`config.mk`:
```
export PLATFORM = sky130hd
export DESIGN_NAME = sdram_read_ctrl
export DESIGN_NICKNAME = d
export VERILOG_FILES = /design/src/rtl/sdram_read_ctrl.sv
export SDC_FILE = /design/constraint.sdc
export NUM_CORES = 1
export LEC_CHECK = 0
export BUFFER_PORTS_ARGS = -buffer_cell sky130_fd_sc_hd__buf_2
export CORE_UTILIZATION = 55
export DETAILED_ROUTE_END_ITERATION = 12
export GPL_TIMING_DRIVEN = 0
export PLACE_DENSITY_LB_ADDON = 0.1
export SYNTH_ARGS = -nofsm -noshare
export SYNTH_HDL_FRONTEND = slang
export SYNTH_SLANG_ARGS = --single-unit
```
`constraint.sdc`:
```
create_clock -name clk -period 7.75 [get_ports clk]
set_input_delay 1.55 -clock clk [delete_from_list [all_inputs] [get_ports clk]]
set_output_delay 1.55 -clock clk [all_outputs]
set_load 0.02 [all_outputs]
```
`src/rtl/sdram_read_ctrl.sv`:
```
// SDRAM full-page read engine: turns one {bank,row,col} + beat-count request into
// ACTIVE/READ/BURST_TERM/PRECHARGE groups, splitting bursts at page boundaries.
module sdram_read_ctrl #(
   parameter int unsigned DW      = 16,
   parameter int unsigned BA_W    = 2,
   parameter int unsigned ROW_W   = 13,
   parameter int unsigned COL_W   = 9,
   parameter int unsigned LEN_W   = 10,
   parameter int unsigned CAS_LAT = 3,
   parameter int unsigned T_RCD   = 2,
   parameter int unsigned T_RP    = 2
) (
   input  logic                          clk,
   input  logic                          rst_n,
   input  logic                          rd_en,
   input  logic [BA_W+ROW_W+COL_W-1:0]   rd_addr,
   input  logic [LEN_W-1:0]              rd_burst_len,
   input  logic [DW-1:0]                 rd_sdram_data,
   output logic                          rd_busy,
   output logic [3:0]                    rd_cmd,
   output logic [BA_W-1:0]               rd_bank_addr,
   output logic [ROW_W-1:0]              rd_sdram_addr,
   output logic                          rd_ack,
   output logic [DW-1:0]                 rd_data,
   output logic                          rd_end
);

   localparam int unsigned CNT_W = LEN_W + 3;
   localparam int unsigned PAGE  = 1 << COL_W;

   localparam logic [3:0] CMD_NOP = 4'b1000;
   localparam logic [3:0] CMD_ACT = 4'b0011;
   localparam logic [3:0] CMD_RD  = 4'b0101;
   localparam logic [3:0] CMD_BT  = 4'b0110;
   localparam logic [3:0] CMD_PRE = 4'b0010;

   // A10 low on PRECHARGE selects the single addressed bank
   localparam logic [ROW_W-1:0] ADDR_PRE = ~(ROW_W'(1) << 10);

   typedef enum logic [3:0] {
      IDLE, ACTIVE, WAIT_TRCD, READ, WAIT_CAS, BURST, PRE_CHARG, WAIT_TRP, RD_END
   } state_e;

   state_e              state_q, state_d;
   logic [BA_W-1:0]     seg_ba_q, seg_ba_d;
   logic [ROW_W-1:0]    seg_row_q, seg_row_d;
   logic [COL_W-1:0]    seg_col_q, seg_col_d;
   logic [CNT_W-1:0]    rem_q, rem_d;
   logic [CNT_W-1:0]    cnt_q, cnt_d;

   logic [3:0]          cmd_q, cmd_d;
   logic [BA_W-1:0]     bank_q, bank_d;
   logic [ROW_W-1:0]    addr_q, addr_d;
   logic                busy_q, busy_d;
   logic                ack_q, ack_d;
   logic [DW-1:0]       data_q, data_d;
   logic                end_q, end_d;

   logic [CNT_W-1:0]    room_c, seg_c, last_c;

   // Beats in the current segment are capped by what is left of the page
   always_comb begin
      room_c = CNT_W'(PAGE) - CNT_W'(seg_col_q);
      seg_c  = (rem_q < room_c) ? rem_q : room_c;
      last_c = CNT_W'(CAS_LAT) + seg_c - CNT_W'(1);
   end

   // cnt_q is zero on the READ cycle and counts up through the burst
   always_comb begin
      state_d   = state_q;
      seg_ba_d  = seg_ba_q;
      seg_row_d = seg_row_q;
      seg_col_d = seg_col_q;
      rem_d     = rem_q;
      cnt_d     = cnt_q;
      case (state_q)
         IDLE: begin
            if (rd_en) begin
               {seg_ba_d, seg_row_d, seg_col_d} = rd_addr;
               rem_d   = CNT_W'(rd_burst_len);
               cnt_d   = '0;
               state_d = (rd_burst_len == '0) ? RD_END : ACTIVE;
            end
         end
         ACTIVE: begin
            cnt_d   = CNT_W'(1);
            state_d = WAIT_TRCD;
         end
         WAIT_TRCD: begin
            if (cnt_q >= CNT_W'(T_RCD)) begin
               cnt_d   = '0;
               state_d = READ;
            end else begin
               cnt_d = cnt_q + CNT_W'(1);
            end
         end
         READ: begin
            cnt_d   = CNT_W'(1);
            state_d = WAIT_CAS;
         end
         WAIT_CAS: begin
            cnt_d = cnt_q + CNT_W'(1);
            if (cnt_q == CNT_W'(CAS_LAT - 1)) state_d = BURST;
         end
         BURST: begin
            cnt_d = cnt_q + CNT_W'(1);
            if (cnt_q == last_c) state_d = PRE_CHARG;
         end
         PRE_CHARG: begin
            cnt_d     = CNT_W'(1);
            state_d   = WAIT_TRP;
            rem_d     = rem_q - seg_c;
            seg_col_d = '0;
            {seg_ba_d, seg_row_d} = {seg_ba_q, seg_row_q} + (BA_W + ROW_W)'(1);
         end
         WAIT_TRP: begin
            if (cnt_q >= CNT_W'(T_RP)) begin
               cnt_d   = '0;
               state_d = (rem_q != '0) ? ACTIVE : RD_END;
            end else begin
               cnt_d = cnt_q + CNT_W'(1);
            end
         end
         RD_END:  state_d = IDLE;
         default: state_d = IDLE;
      endcase

      // Command bus decoded from the next state so it lines up with state_q
      cmd_d  = CMD_NOP;
      bank_d = '1;
      addr_d = '1;
      case (state_d)
         ACTIVE: begin
            cmd_d  = CMD_ACT;
            bank_d = seg_ba_d;
            addr_d = seg_row_d;
         end
         READ: begin
            cmd_d  = CMD_RD;
            bank_d = seg_ba_d;
            addr_d = ROW_W'(seg_col_d);
         end
         PRE_CHARG: begin
            cmd_d  = CMD_PRE;
            bank_d = seg_ba_d;
            addr_d = ADDR_PRE;
         end
         WAIT_CAS, BURST: begin
            if (cnt_d == seg_c) cmd_d = CMD_BT;
         end
         default: ;
      endcase

      busy_d = (state_d != IDLE);
      end_d  = (state_d == RD_END);
      ack_d  = (state_q == BURST);
      data_d = ack_d ? rd_sdram_data : '0;
   end

   always_ff @(posedge clk or negedge rst_n) begin
      if (!rst_n) begin
         state_q   <= IDLE;
         seg_ba_q  <= '0;
         seg_row_q <= '0;
         seg_col_q <= '0;
         rem_q     <= '0;
         cnt_q     <= '0;
         cmd_q     <= CMD_NOP;
         bank_q    <= '1;
         addr_q    <= '1;
         busy_q    <= 1'b0;
         ack_q     <= 1'b0;
         data_q    <= '0;
         end_q     <= 1'b0;
      end else begin
         state_q   <= state_d;
         seg_ba_q  <= seg_ba_d;
         seg_row_q <= seg_row_d;
         seg_col_q <= seg_col_d;
         rem_q     <= rem_d;
         cnt_q     <= cnt_d;
         cmd_q     <= cmd_d;
         bank_q    <= bank_d;
         addr_q    <= addr_d;
         busy_q    <= busy_d;
         ack_q     <= ack_d;
         data_q    <= data_d;
         end_q     <= end_d;
      end
   end

   assign rd_busy       = busy_q;
   assign rd_cmd        = cmd_q;
   assign rd_bank_addr  = bank_q;
   assign rd_sdram_addr = addr_q;
   assign rd_ack        = ack_q;
   assign rd_data       = data_q;
   assign rd_end        = end_q;

endmodule

```
==> results by group, run 1 <==
Status
  • Status: completed

Clock network
  • Setup bufs post-CTS: 0
  • Max clock buf depth: 2
  • Clk Latency, worst-skew pair: 0.38 ns
  • H-Tree Depth: 3
  • Clk slew on worst S/H paths: 0.10 ns
  • CTS tree: built
  • PostCTS Resize Cnt: 0
  • Root Driver: clkbuf_8
  • TritonCTS buffer count: 9
  • Hold_buf cts: 0
  • # clock sinks: 92

Finish
  • Reg area: 2320 um2
  • Fin util: 64.3%
  • Area occupied by multi-input gates: 3500 um2
  • Fraction of layout cells with a size suffix above 1: 19.4%
  • ANT cells: 0
  • Commonest cells after routing, fill and taps aside: buf_2 (95), dfrtp_1 (76), nand2_1 (60)
  • Area grow syn2layout: 13.7%
  • FILL cells: 949
  • Nets: 866
  • Most common cell after layout, fill and taps aside: buf_2

Worst setup path
  • Setup crit start kind: register
  • Buf/Inv on CP: 5
  • Setup crit end kind: register
  • Most common cell on crit path: o21ai_0
  • Crit-path max cell delay: 0.53 ns
  • CP max-delay cell: nor4_1
  • CP max FO: 10
  • Crit path kind: register to register
  • Top delay family on crit path: compound AO/OA/AOI/OAI gates
  • Worst Path Required: 8.03 ns
  • CP arrival: 6.78 ns

Floorplanning
  • DIE HEIGHT: 108 um
  • Rows: 38
  • Die area: 11600 um2
  • Initial Utilization: 56.5%
  • Io pins: 91
  • Die Width: 108 um
  • Core Area: 10900 um2

Logic synthesis
  • Yosys warning total: 0
  • Syn_nets: 765
  • EDFF count, synth: 0
  • Synthesized area per cell: 8.96 um2
  • Synth Cell Area: 6160 um2
  • Post-synthesis async set-or-reset flop share: 100%
  • Seq/Total Area, Yosys: 37.7%
  • Yosys cell types: 79
  • Post-Synthesis Cells: 687
  • Prevailing post-synth register cell: dfrtp_1
  • Flops & latches, synth: 92

Pwr
  • Worst vdd ir: 0.304 mV
  • Cell Pwr Density: 461 nW/um2
  • Leak pwr: 0.00322 uW

Global routing
  • Vias in the first global route: 5319
  • First-pass GRT wire length: 27.0 mm
  • Largest net degree at the start of global routing: 56
  • Initial antenna violation count: 0
  • Overall Global Routing Usage: 30.1%
  • Global route overflow: 0

STA
  • Worst Skew: 0.0156 ns
  • Final setup violation count: 0
  • Max frequency: 154 MHz
  • Slew @ Worst Pin: 1.05 ns
  • Final Slew Violations: 0
  • RSZ-0062 raised after global routing: false
  • Final TNS setup: 0 ns
  • Tmin final: 6.51 ns
  • Final Hold Viols: 0
  • Period utilisation layout: 84.0%
  • Slew margin rel.: 29.7%

Place
  • DP Wirelength: 13.0 mm
  • PortBufs: 89
  • GPL Wtd Cong: 0.932

Drt
  • Vias per cell: 6.22
  • Drt drc: 0
  • DR pass1 iterations: 5
  • Iteration-0 DRC Markers: 501
  • Final WL: 17.1 mm
  • Total number of vias: 5804
  • DR WL/cell: 18.3 um
  • Antenna-violating nets left: 0

Job
  • # Max-Cap Violations: 0

Min path
  • Type of the most critical hold path: register to register
-- power breakdown --
part	leakage, uW	internal (uW)	total [uW]	switching, uW
clock	0.0000945	130	314	184
combinational	0.00196	813	2110	1290
sequential	0.00116	654	809	155
-- cell families (layout without fill, tap and decap cells) --
group,after synthesis,in the layout,share of synthesized area [%]
buffers and inverters,81,187,5.57
adder cells (fa/ha/maj),25,25,5.20
AND/OR/NAND/NOR,250,250,21.4
multiplexers,14,14,2.28
flip-flops,92,92,37.7
XOR/XNOR,32,32,4.55
AO/OA/AOI/OAI,193,193,23.2
-- flip-flops by register name, summed over array words and instances (netlist names), 4 cells and up --
register       count
rd_data           16
rd_cmd             4
seg_col_q          9
seg_row_q         13
cnt_q             13
state_q            4
rem_q             13
rd_sdram_addr     13
-- worst min-delay path, delay by kind of cell (launching register included) --
family           cells  cell delay (ns)
AND/OR/NAND/NOR      2             0.13
flip-flops           1             0.38
-- path summary, 6_finish.rpt --
path | start | end | slack, ns | depth (start not counted)
hold reg to reg | seg_row_q[1]$_DFF_PN0_ | seg_row_q[1]$_DFF_PN0_ | 0.54 | 2
max in group asynchronous | rst_n | rd_bank_addr[0]$_DFF_PN1_ | 5.90 | 2
min in group asynchronous | rst_n | cnt_q[9]$_DFF_PN0_ | 1.15 | 1
setup / recovery | seg_col_q[0]$_DFF_PN0_ | rem_q[10]$_DFFE_PN0P_ | 1.24 | 26
hold / removal | seg_row_q[1]$_DFF_PN0_ | seg_row_q[1]$_DFF_PN0_ | 0.54 | 2
setup reg to reg | seg_col_q[0]$_DFF_PN0_ | rem_q[10]$_DFFE_PN0P_ | 1.24 | 26
-- through the flow --
stage	setup slack (ns)	cell area, um2	power, uW	std cells	hold slack [ns]
after floorplan	2.29	6160	2330	687	0.477
after global placement	1.39	6780	2800	916	0.509
final	1.24	7000	3230	933	0.541
after CTS	1.31	7000	3200	933	0.540
after global routing	0.759	7000	3490	933	0.567
after detailed placement	1.32	6810	2880	917	0.518
-- cells in the mapped netlist (all sizes together), types with 6 or more instances --
cell	n	area, um2
xor2	16	140
buf	13	83.8
xnor2	16	140
nor2	45	176
nand3	14	70.1
a21o	9	67.6
nand2	60	225
mux2i	14	140
or3	6	42.5
nand4	9	56.3
nor2b	6	37.5
and3	23	144
a22oi	12	90.1
o221ai	9	78.8
nor3	26	140
dfstp	16	420
and2	21	131
a221o	16	160
clkbuf	30	116
a21oi	30	161
nor4	12	75.1
a31oi	6	37.5
dfrtp	76	1900
o31ai	6	50.1
a211oi	7	57.6
ha	24	300
o21ai	40	204
inv	38	143
a22o	9	78.8
-- area by class of cell --
class | count | area share (%)
clock inverter | 5 | 0.626
buffer | 43 | 2.86
timing repair buffer | 90 | 6.79
inverter | 38 | 2.04
multi-input combinational | 514 | 50.0
sequential | 92 | 33.2
clock buffer | 11 | 2.02
tap | 140 | 2.50
-- metal layers --
metal / share of wire, % / vias to the layer above / GRT usage [%]
met5: 0 / - / 0
met4: 1.9 / 0 / 10.5
met3: 6.2 / 26 / 4.00
met2: 46 / 246 / 47.5
met1: 46 / 2777 / 42.1
li1: - / 2755 / -
(Power assumes the default switching activity.)
==> run 2: changes to the inputs <==
Settings changed: ABC_AREA set to 1.
Clock period 7.75 ns to 6.62 ns, I/O delays scaled along.
==> run 2 against run 1 <==
Effect of this change:
- flip-flop and latch count unchanged
- critical path depth increased by 7
- worst hold slack got worse by 0.0085 ns
- register-to-register slack improved by 0.57 ns
- synthesized area decreased by 3.4%
- critical path type unchanged
- critical endpoint is now rem_q[12]$_DFFE_PN0P_
- largest power group unchanged
==> results by group, run 2 <==
Status
  • Status: completed (unchanged)

Finish
  • Finished Layout Cells: 1055 (was 933)
  • FILL cells: 960 (was 949)
  • Area grow syn2layout: 14.5% (was 13.7%)
  • Most common cell after layout, fill and taps aside: nand2_1 (was buf_2)
  • Max reg flops: 16 (unchanged)
  • Fraction of layout cells with a size suffix above 1: 18.4% (was 19.4%)
  • Commonest cells after routing, fill and taps aside: nand2_1 (198), inv_1 (138), buf_2 (92) (was buf_2 (95), dfrtp_1 (76), nand2_1 (60))
  • Fin util: 65.4% (was 64.3%)
  • Nets: 992 (was 866)
  • Reg area: 2320 um2 (unchanged)
  • Area occupied by multi-input gates: 2980 um2 (was 3500 um2)
  • ANT cells: 0 (unchanged)

Logic synthesis
  • Xor/xnor share of the synthesized area: 3.39% (was 4.55%)
  • Yosys cell types: 45 (was 79)
  • Synth Area in Compound Gates: 10.7% (was 23.2%)
  • Synth Area in Adders: 5.38% (was 5.20%)
  • Synth Cell Area: 5950 um2 (was 6160 um2)
  • Post-synthesis async set-or-reset flop share: 100% (unchanged)
  • Count leader, synth: nand2_1 (was dfrtp_1)
  • Most area-hungry cell type in the Yosys netlist: dfrtp_1 (unchanged)
  • Largest cells by area after synthesis: dfrtp_1 (32%), nand2_1 (12%), inv_1 (8.7%) (was dfrtp_1 (31%), dfstp_2 (6.8%), ha_1 (4.9%))
  • Commonest cells in the synthesized netlist: nand2_1 (198), inv_1 (138), nor2_1 (79), dfrtp_1 (76), nand3_1 (58) (was dfrtp_1 (76), nand2_1 (60), nor2_1 (44), o21ai_0 (39), inv_1 (38))
  • Seq/Total Area, Yosys: 39.0% (was 37.7%)
  • Post-Synth Simple-Gate Area: 30.7% (was 21.4%)
  • Area share of the largest cell type after synthesis: 32.0% (was 30.9%)
  • Yosys warning total: 0 (unchanged)
  • Post-Synthesis Cells: 812 (was 687)
  • Prevailing post-synth register cell: dfrtp_1 (unchanged)
  • Synthesized area per cell: 7.33 um2 (was 8.96 um2)
  • Largest family of logic cells by synthesized area: simple AND/OR/NAND/NOR gates (was compound AO/OA/AOI/OAI gates)
  • Flops & latches, synth: 92 (unchanged)
  • Syn_nets: 890 (was 765)
  • Multiplexer share of the synthesized area: 0% (was 2.28%)
  • EDFF count, synth: 0 (unchanged)

Min path
  • WHS Path Cells: 2 (unchanged)
  • Type of the most critical hold path: register to register (unchanged)
  • Hold Crit Start: seg_row_q[8]$_DFF_PN0_ (was seg_row_q[1]$_DFF_PN0_)
  • WHS Endpoint: seg_row_q[8]$_DFF_PN0_ (was seg_row_q[1]$_DFF_PN0_)

Clock network
  • H-Tree Depth: 3 (unchanged)
  • TritonCTS buffer count: 9 (unchanged)
  • # clock sinks: 92 (unchanged)
  • Hold_buf cts: 0 (unchanged)
  • Clk slew on worst S/H paths: 0.10 ns (about the same)
  • Clk Latency, worst-skew pair: 0.40 ns (was 0.38 ns)
  • CTS tree: built (unchanged)
  • Setup bufs post-CTS: 0 (unchanged)
  • Root Driver: clkbuf_8 (unchanged)
  • Max clock buf depth: 2 (unchanged)
  • PostCTS Resize Cnt: 0 (unchanged)

Worst setup path
  • Crit-path max cell delay: 0.42 ns (was 0.53 ns)
  • Crit path kind: register to register (unchanged)
  • Worst flop-to-flop path startpoint: seg_col_q[0]$_DFF_PN0_ (unchanged)
  • CP arrival: 5.08 ns (was 6.78 ns)
  • Register-to-Register Path Depth: 33 (was 26)
  • Setup crit start kind: register (unchanged)
  • R2R Path End: rem_q[12]$_DFFE_PN0P_ (was rem_q[10]$_DFFE_PN0P_)
  • Setup crit end kind: register (unchanged)
  • CP max-delay cell: dfrtp_1 (was nor4_1)
  • CP max FO: 10 (unchanged)
  • Worst Path Required: 6.90 ns (was 8.03 ns)
  • R2R Setup Slk: 1.82 ns (was 1.24 ns)
  • Most common cell on crit path: nand2_1 (was o21ai_0)

Global routing
  • Global route overflow: 0 (unchanged)
  • Largest net degree at the start of global routing: 48 (was 56)
  • Overall Global Routing Usage: 30.9% (was 30.1%)
  • First-pass GRT wire length: 26.9 mm (was 27.0 mm)
  • Vias in the first global route: 5715 (was 5319)
  • Initial antenna violation count: 0 (unchanged)

STA
  • Slew @ Worst Pin: 0.656 ns (was 1.05 ns)
  • Max frequency: 208 MHz (was 154 MHz)
  • Final Slew Violations: 0 (unchanged)
  • Worst setup margin: 1.82 ns (was 1.24 ns)
  • RSZ-0062 raised after global routing: false (unchanged)
  • Worst Skew: 0.0153 ns (was 0.0156 ns)
  • Slew margin rel.: 56.2% (was 29.7%)
  • Period utilisation layout: 72.6% (was 84.0%)
  • Final TNS setup: 0 ns (unchanged)
  • Tmin final: 4.81 ns (was 6.51 ns)
  • Final setup violation count: 0 (unchanged)
  • Final Hold Viols: 0 (unchanged)

Floorplanning
  • Rows: 37 (was 38)
  • Initial Utilization: 57.1% (was 56.5%)
  • Core Area: 10400 um2 (was 10900 um2)
  • DIE HEIGHT: 106 um (was 108 um)
  • Die area: 11200 um2 (was 11600 um2)
  • Io pins: 91 (unchanged)
  • Die Width: 106 um (was 108 um)

Drt
  • Total number of vias: 5719 (was 5804)
  • Final WL: 16.4 mm (was 17.1 mm)
  • DR pass1 iterations: 8 (was 5)
  • Antenna-violating nets left: 0 (unchanged)
  • Iteration-0 DRC Markers: 403 (was 501)
  • Vias per cell: 5.42 (was 6.22)
  • Drt drc: 0 (unchanged)
  • DR WL/cell: 15.5 um (was 18.3 um)

Pwr
  • P_int: 1820 uW (was 1600 uW)
  • Leak pwr: 0.00354 uW (was 0.00322 uW)
  • Cell Pwr Density: 576 nW/um2 (was 461 nW/um2)
  • Worst vdd ir: 0.277 mV (was 0.304 mV)
  • Clock power share: 10.7% (was 9.7%)
  • Pwr Total: 3920 uW (was 3230 uW)
  • Flop pwr share: 22.9% (was 25.1%)
  • Switching power: 2110 uW (was 1630 uW)
  • Combinational share of power: 66.4% (was 65.2%)
  • Sw frac: 53.7% (was 50.5%)

Place
  • PortBufs: 90 (was 89)
  • Placed Cells: 1039 (was 917)
  • Place WS: 1.94 ns (was 1.32 ns)
  • GPL Wtd Cong: 0.915 (was 0.932)
  • DP Wirelength: 13.0 mm (about the same)

Job
  • # Max-Cap Violations: 0 (unchanged)
run 2: power by group through the flow:
stage          clock [uW]  combinational (uW)  sequential (uW)
2_1_floorplan           0                1860              951
3_3_place_gp            0                2480              899
3_5_place_dp            0                2570              906
4_1_cts               427                2580              897
5_1_grt               443                2920              919
6_report              420                2600              899
run 2: cell families (layout without fill, tap and decap cells):
group	count (synthesis)	count (layout)
simple gates	408	408
xor+xnor	23	23
buf+inv	163	270
flops	92	92
fa+ha+maj	25	25
compound gates	101	101
run 2: per-layer routing:
layer	vias to the layer above	share of wire [%]	global-route usage, %
li1	2827	-	-
met1	2668	43	37.9
met2	190	49	53.5
met3	34	4.9	4.11
met4	0	3.0	15.3
met5	-	0	0
run 2: critical path: cells and delay by family, from the launching register on:
| kind | cells | cell delay, ns |
|---|---|---|
| buf+inv | 5 | 0.49 |
| simple gates | 18 | 1.71 |
| fa+ha+maj | 4 | 1.17 |
| compound gates | 6 | 0.92 |
| flops | 1 | 0.42 |
run 2: worst max path at each step:
stage | start | end | slack [ns] | depth (start not counted)
floorplan | seg_col_q[0]$_DFF_PN0_ | rem_q[12]$_DFFE_PN0P_ | 2.64 | 31
global placement | seg_col_q[0]$_DFF_PN0_ | rem_q[12]$_DFFE_PN0P_ | 2.04 | 33
detailed placement | seg_col_q[0]$_DFF_PN0_ | rem_q[12]$_DFFE_PN0P_ | 1.94 | 33
CTS | seg_col_q[0]$_DFF_PN0_ | rem_q[12]$_DFFE_PN0P_ | 1.89 | 33
global route | seg_col_q[0]$_DFF_PN0_ | rem_q[12]$_DFFE_PN0P_ | 1.37 | 33
finish | seg_col_q[0]$_DFF_PN0_ | rem_q[12]$_DFFE_PN0P_ | 1.82 | 33
run 2: through the flow:
step,hold slack [ns],instance area (um2)
after floorplan,0.468,5950
after global routing,0.554,6810
after global placement,0.490,6570
after CTS,0.527,6810
final,0.532,6810
after detailed placement,0.499,6600
run 2: final cells by class:
type | count | share of cell area, %
Buffer | 17 | 1.43
Clock buffer | 9 | 1.82
Clock inverter | 7 | 1.30
Inverter | 146 | 8.05
Multi-Input combinational cell | 557 | 43.8
Sequential cell | 92 | 34.1
Tap cell | 136 | 2.50
Timing Repair Buffer | 91 | 7.05
==> run 3: changes to the inputs <==
Settings changed: CORE_UTILIZATION 55 to 52.
Clock period 6.62 ns to 4.1 ns, I/O delays scaled along.
==> run 3 against run 2 <==
Effect of this change:
- the flow now finishes with violations (negative setup slack)
- register-to-register slack got worse by 2.0 ns
- utilization grew 7.4 points
- worst hold slack got worse by 0.046 ns
- global-route usage grew 2.2 points
- largest cell class unchanged
- routed wire length grew 17%
- critical path depth grew 2
- sequential share of layout area decreased by 5.1 points
- final area grew 17%
- die area increased by 5.7%
- via count is 11% higher
==> results by group, run 3 (synthesis gave the netlist of run 2 again) <==
Finish
  • Commonest cells after routing, fill and taps aside: nand2_1 (174), inv_1 (125), buf_2 (91) (was nand2_1 (198), inv_1 (138), buf_2 (92))
  • Reg area: 2320 um2 (unchanged)
  • Post-route cell area: 8000 um2 (was 6810 um2)
  • Area grow syn2layout: 34.5% (was 14.5%)
  • Max reg flops: 16 (unchanged)
  • Fin util: 72.8% (was 65.4%)
  • FILL cells: 846 (was 960)
  • ANT cells: 0 (unchanged)
  • Fraction of layout cells with a size suffix above 1: 33.4% (was 18.4%)
  • Area occupied by multi-input gates: 3400 um2 (was 2980 um2)
  • Nets: 1070 (was 992)
  • Most common cell after layout, fill and taps aside: nand2_1 (unchanged)

Worst setup path
  • Crit-path max cell delay: 0.39 ns (was 0.42 ns)
  • CP max-delay cell: dfrtp_1 (unchanged)
  • Setup crit end kind: register (unchanged)
  • Crit path kind: register to register (unchanged)
  • Worst Path Required: 4.39 ns (was 6.90 ns)
  • CP max FO: 4 (was 10)
  • Most common cell on crit path: nand2_2 (was nand2_1)
  • Setup crit start kind: register (unchanged)
  • CP arrival: 4.55 ns (was 5.08 ns)

Clock network
  • H-Tree Depth: 3 (unchanged)
  • Max clock buf depth: 2 (unchanged)
  • CTS tree: built (unchanged)
  • TritonCTS buffer count: 9 (unchanged)
  • Clk Latency, worst-skew pair: 0.35 ns (was 0.40 ns)
  • Root Driver: clkbuf_16 (was clkbuf_8)
  • Clk slew on worst S/H paths: 0.07 ns (was 0.10 ns)
  • # clock sinks: 92 (unchanged)

Drt
  • Drt drc: 0 (unchanged)
  • Total number of vias: 6321 (was 5719)
  • Antenna-violating nets left: 0 (unchanged)
  • Final WL: 19.2 mm (was 16.4 mm)
  • DR WL/cell: 16.9 um (was 15.5 um)
  • Iteration-0 DRC Markers: 481 (was 403)
  • Vias per cell: 5.56 (was 5.42)
  • DR pass1 iterations: 6 (was 8)

STA
  • Slew margin rel.: 50.4% (was 56.2%)
  • Final Hold Viols: 0 (unchanged)
  • Worst setup margin: -0.158 ns (was 1.82 ns)
  • Slew @ Worst Pin: 0.737 ns (was 0.656 ns)
  • Period utilisation layout: 104% (was 72.6%)
  • Final Slew Violations: 0 (unchanged)
  • Hold WS: 0.487 ns (was 0.532 ns)
  • RSZ-0062 raised after global routing: true (was false)
  • Worst Skew: 0.00734 ns (was 0.0153 ns)
  • Tmin final: 4.26 ns (was 4.81 ns)
  • Max frequency: 235 MHz (was 208 MHz)
  • Final setup violation count: 22 (was 0)
  • Final TNS setup: -1.55 ns (was 0 ns)

Global routing
  • Initial antenna violation count: 1 (was 0)
  • Global route overflow: 0 (unchanged)
  • Overall Global Routing Usage: 33.1% (was 30.9%)
  • Largest net degree at the start of global routing: 48 (unchanged)
  • Vias in the first global route: 6235 (was 5715)
  • First-pass GRT wire length: 29.9 mm (was 26.9 mm)

Floorplanning
  • Core Area: 11000 um2 (was 10400 um2)
  • Die Width: 109 um (was 106 um)
  • Io pins: 91 (unchanged)
  • Initial Utilization: 54.2% (was 57.1%)
  • Rows: 38 (was 37)
  • Die area: 11900 um2 (was 11200 um2)
  • DIE HEIGHT: 109 um (was 106 um)

Status
  • Status: complete, but fails checks (was completed)
  • Violated checks: negative setup slack

Place
  • PortBufs: 90 (unchanged)
  • DP Wirelength: 12.9 mm (was 13.0 mm)
  • Dpl cell area: 6600 um2 (about the same)
  • GPL Wtd Cong: 0.924 (was 0.915)

Min path
  • Type of the most critical hold path: input pin to asynchronous set/reset pin (was register to register)

Job
  • # Max-Cap Violations: 0 (unchanged)
[run 3: timing repair]
action                                  4_1_cts  5_1_grt
gates cloned                                  3        0
hold buffers                                  0        0
endpoints found under the setup margin       27       29
pin swaps                                    42       45
resized for setup                            68       61
buffers inserted                             61       15
[run 3: stage by stage]
stage | setup WS, ns | cells
after floorplan | 0.122 | 812
after global placement | -0.570 | 1042
after detailed placement | -0.708 | 1043
after CTS | -0.0772 | 1122
after global routing | -0.398 | 1137
final | -0.158 | 1137
[run 3: area by class of cell]
class	instances	area share, %
inverter	146	6.98
sequential	92	29.0
buffer	17	1.49
clock inverter	7	0.876
clock buffer	9	2.82
timing repair buffer	169	14.2
multi-input combinational	557	42.5
tap	140	2.19
[run 3: worst max-delay path, delay by kind of cell, from the launching register on]
| family | cells | cell delay, ns |
|---|---|---|
| buffers and inverters | 7 | 0.55 |
| adders and majority gates | 3 | 0.68 |
| DFF | 1 | 0.39 |
| AOI/OAI and AO/OA | 6 | 0.86 |
| and+or+nand+nor | 19 | 1.70 |
[run 3: per-layer routing]
| layer | global-route usage [%] | vias up | wire [um] |
|---|---|---|---|
| met4 | 18.4 | 2 | 780 |
| li1 | - | 2979 | - |
| met5 | 0 | - | 9 |
| met2 | 56.3 | 292 | 9610 |
| met1 | 39.4 | 2986 | 7510 |
| met3 | 6.04 | 62 | 1320 |
[run 3: path summary, 6_finish.rpt]
check | startpoint | to | slack [ns] | cells after the start
worst max-delay path | seg_col_q[0]$_DFF_PN0_ | rem_q[11]$_DFFE_PN0P_ | -0.16 | 35
worst min-delay path | rst_n | rem_q[0]$_DFFE_PN0P_ | 0.49 | 1
worst max register to register | seg_col_q[0]$_DFF_PN0_ | rem_q[11]$_DFFE_PN0P_ | -0.16 | 35
worst min register to register | seg_row_q[8]$_DFF_PN0_ | seg_row_q[8]$_DFF_PN0_ | 0.52 | 2
max in group asynchronous | rst_n | rd_sdram_addr[9]$_DFF_PN1_ | 2.90 | 2
min in group clk | seg_row_q[8]$_DFF_PN0_ | seg_row_q[8]$_DFF_PN0_ | 0.52 | 2
Power of run 3 is left out: the tool's default activity adds up to more than one toggle a clock period on the data nets, which glitch-free logic cannot reach.
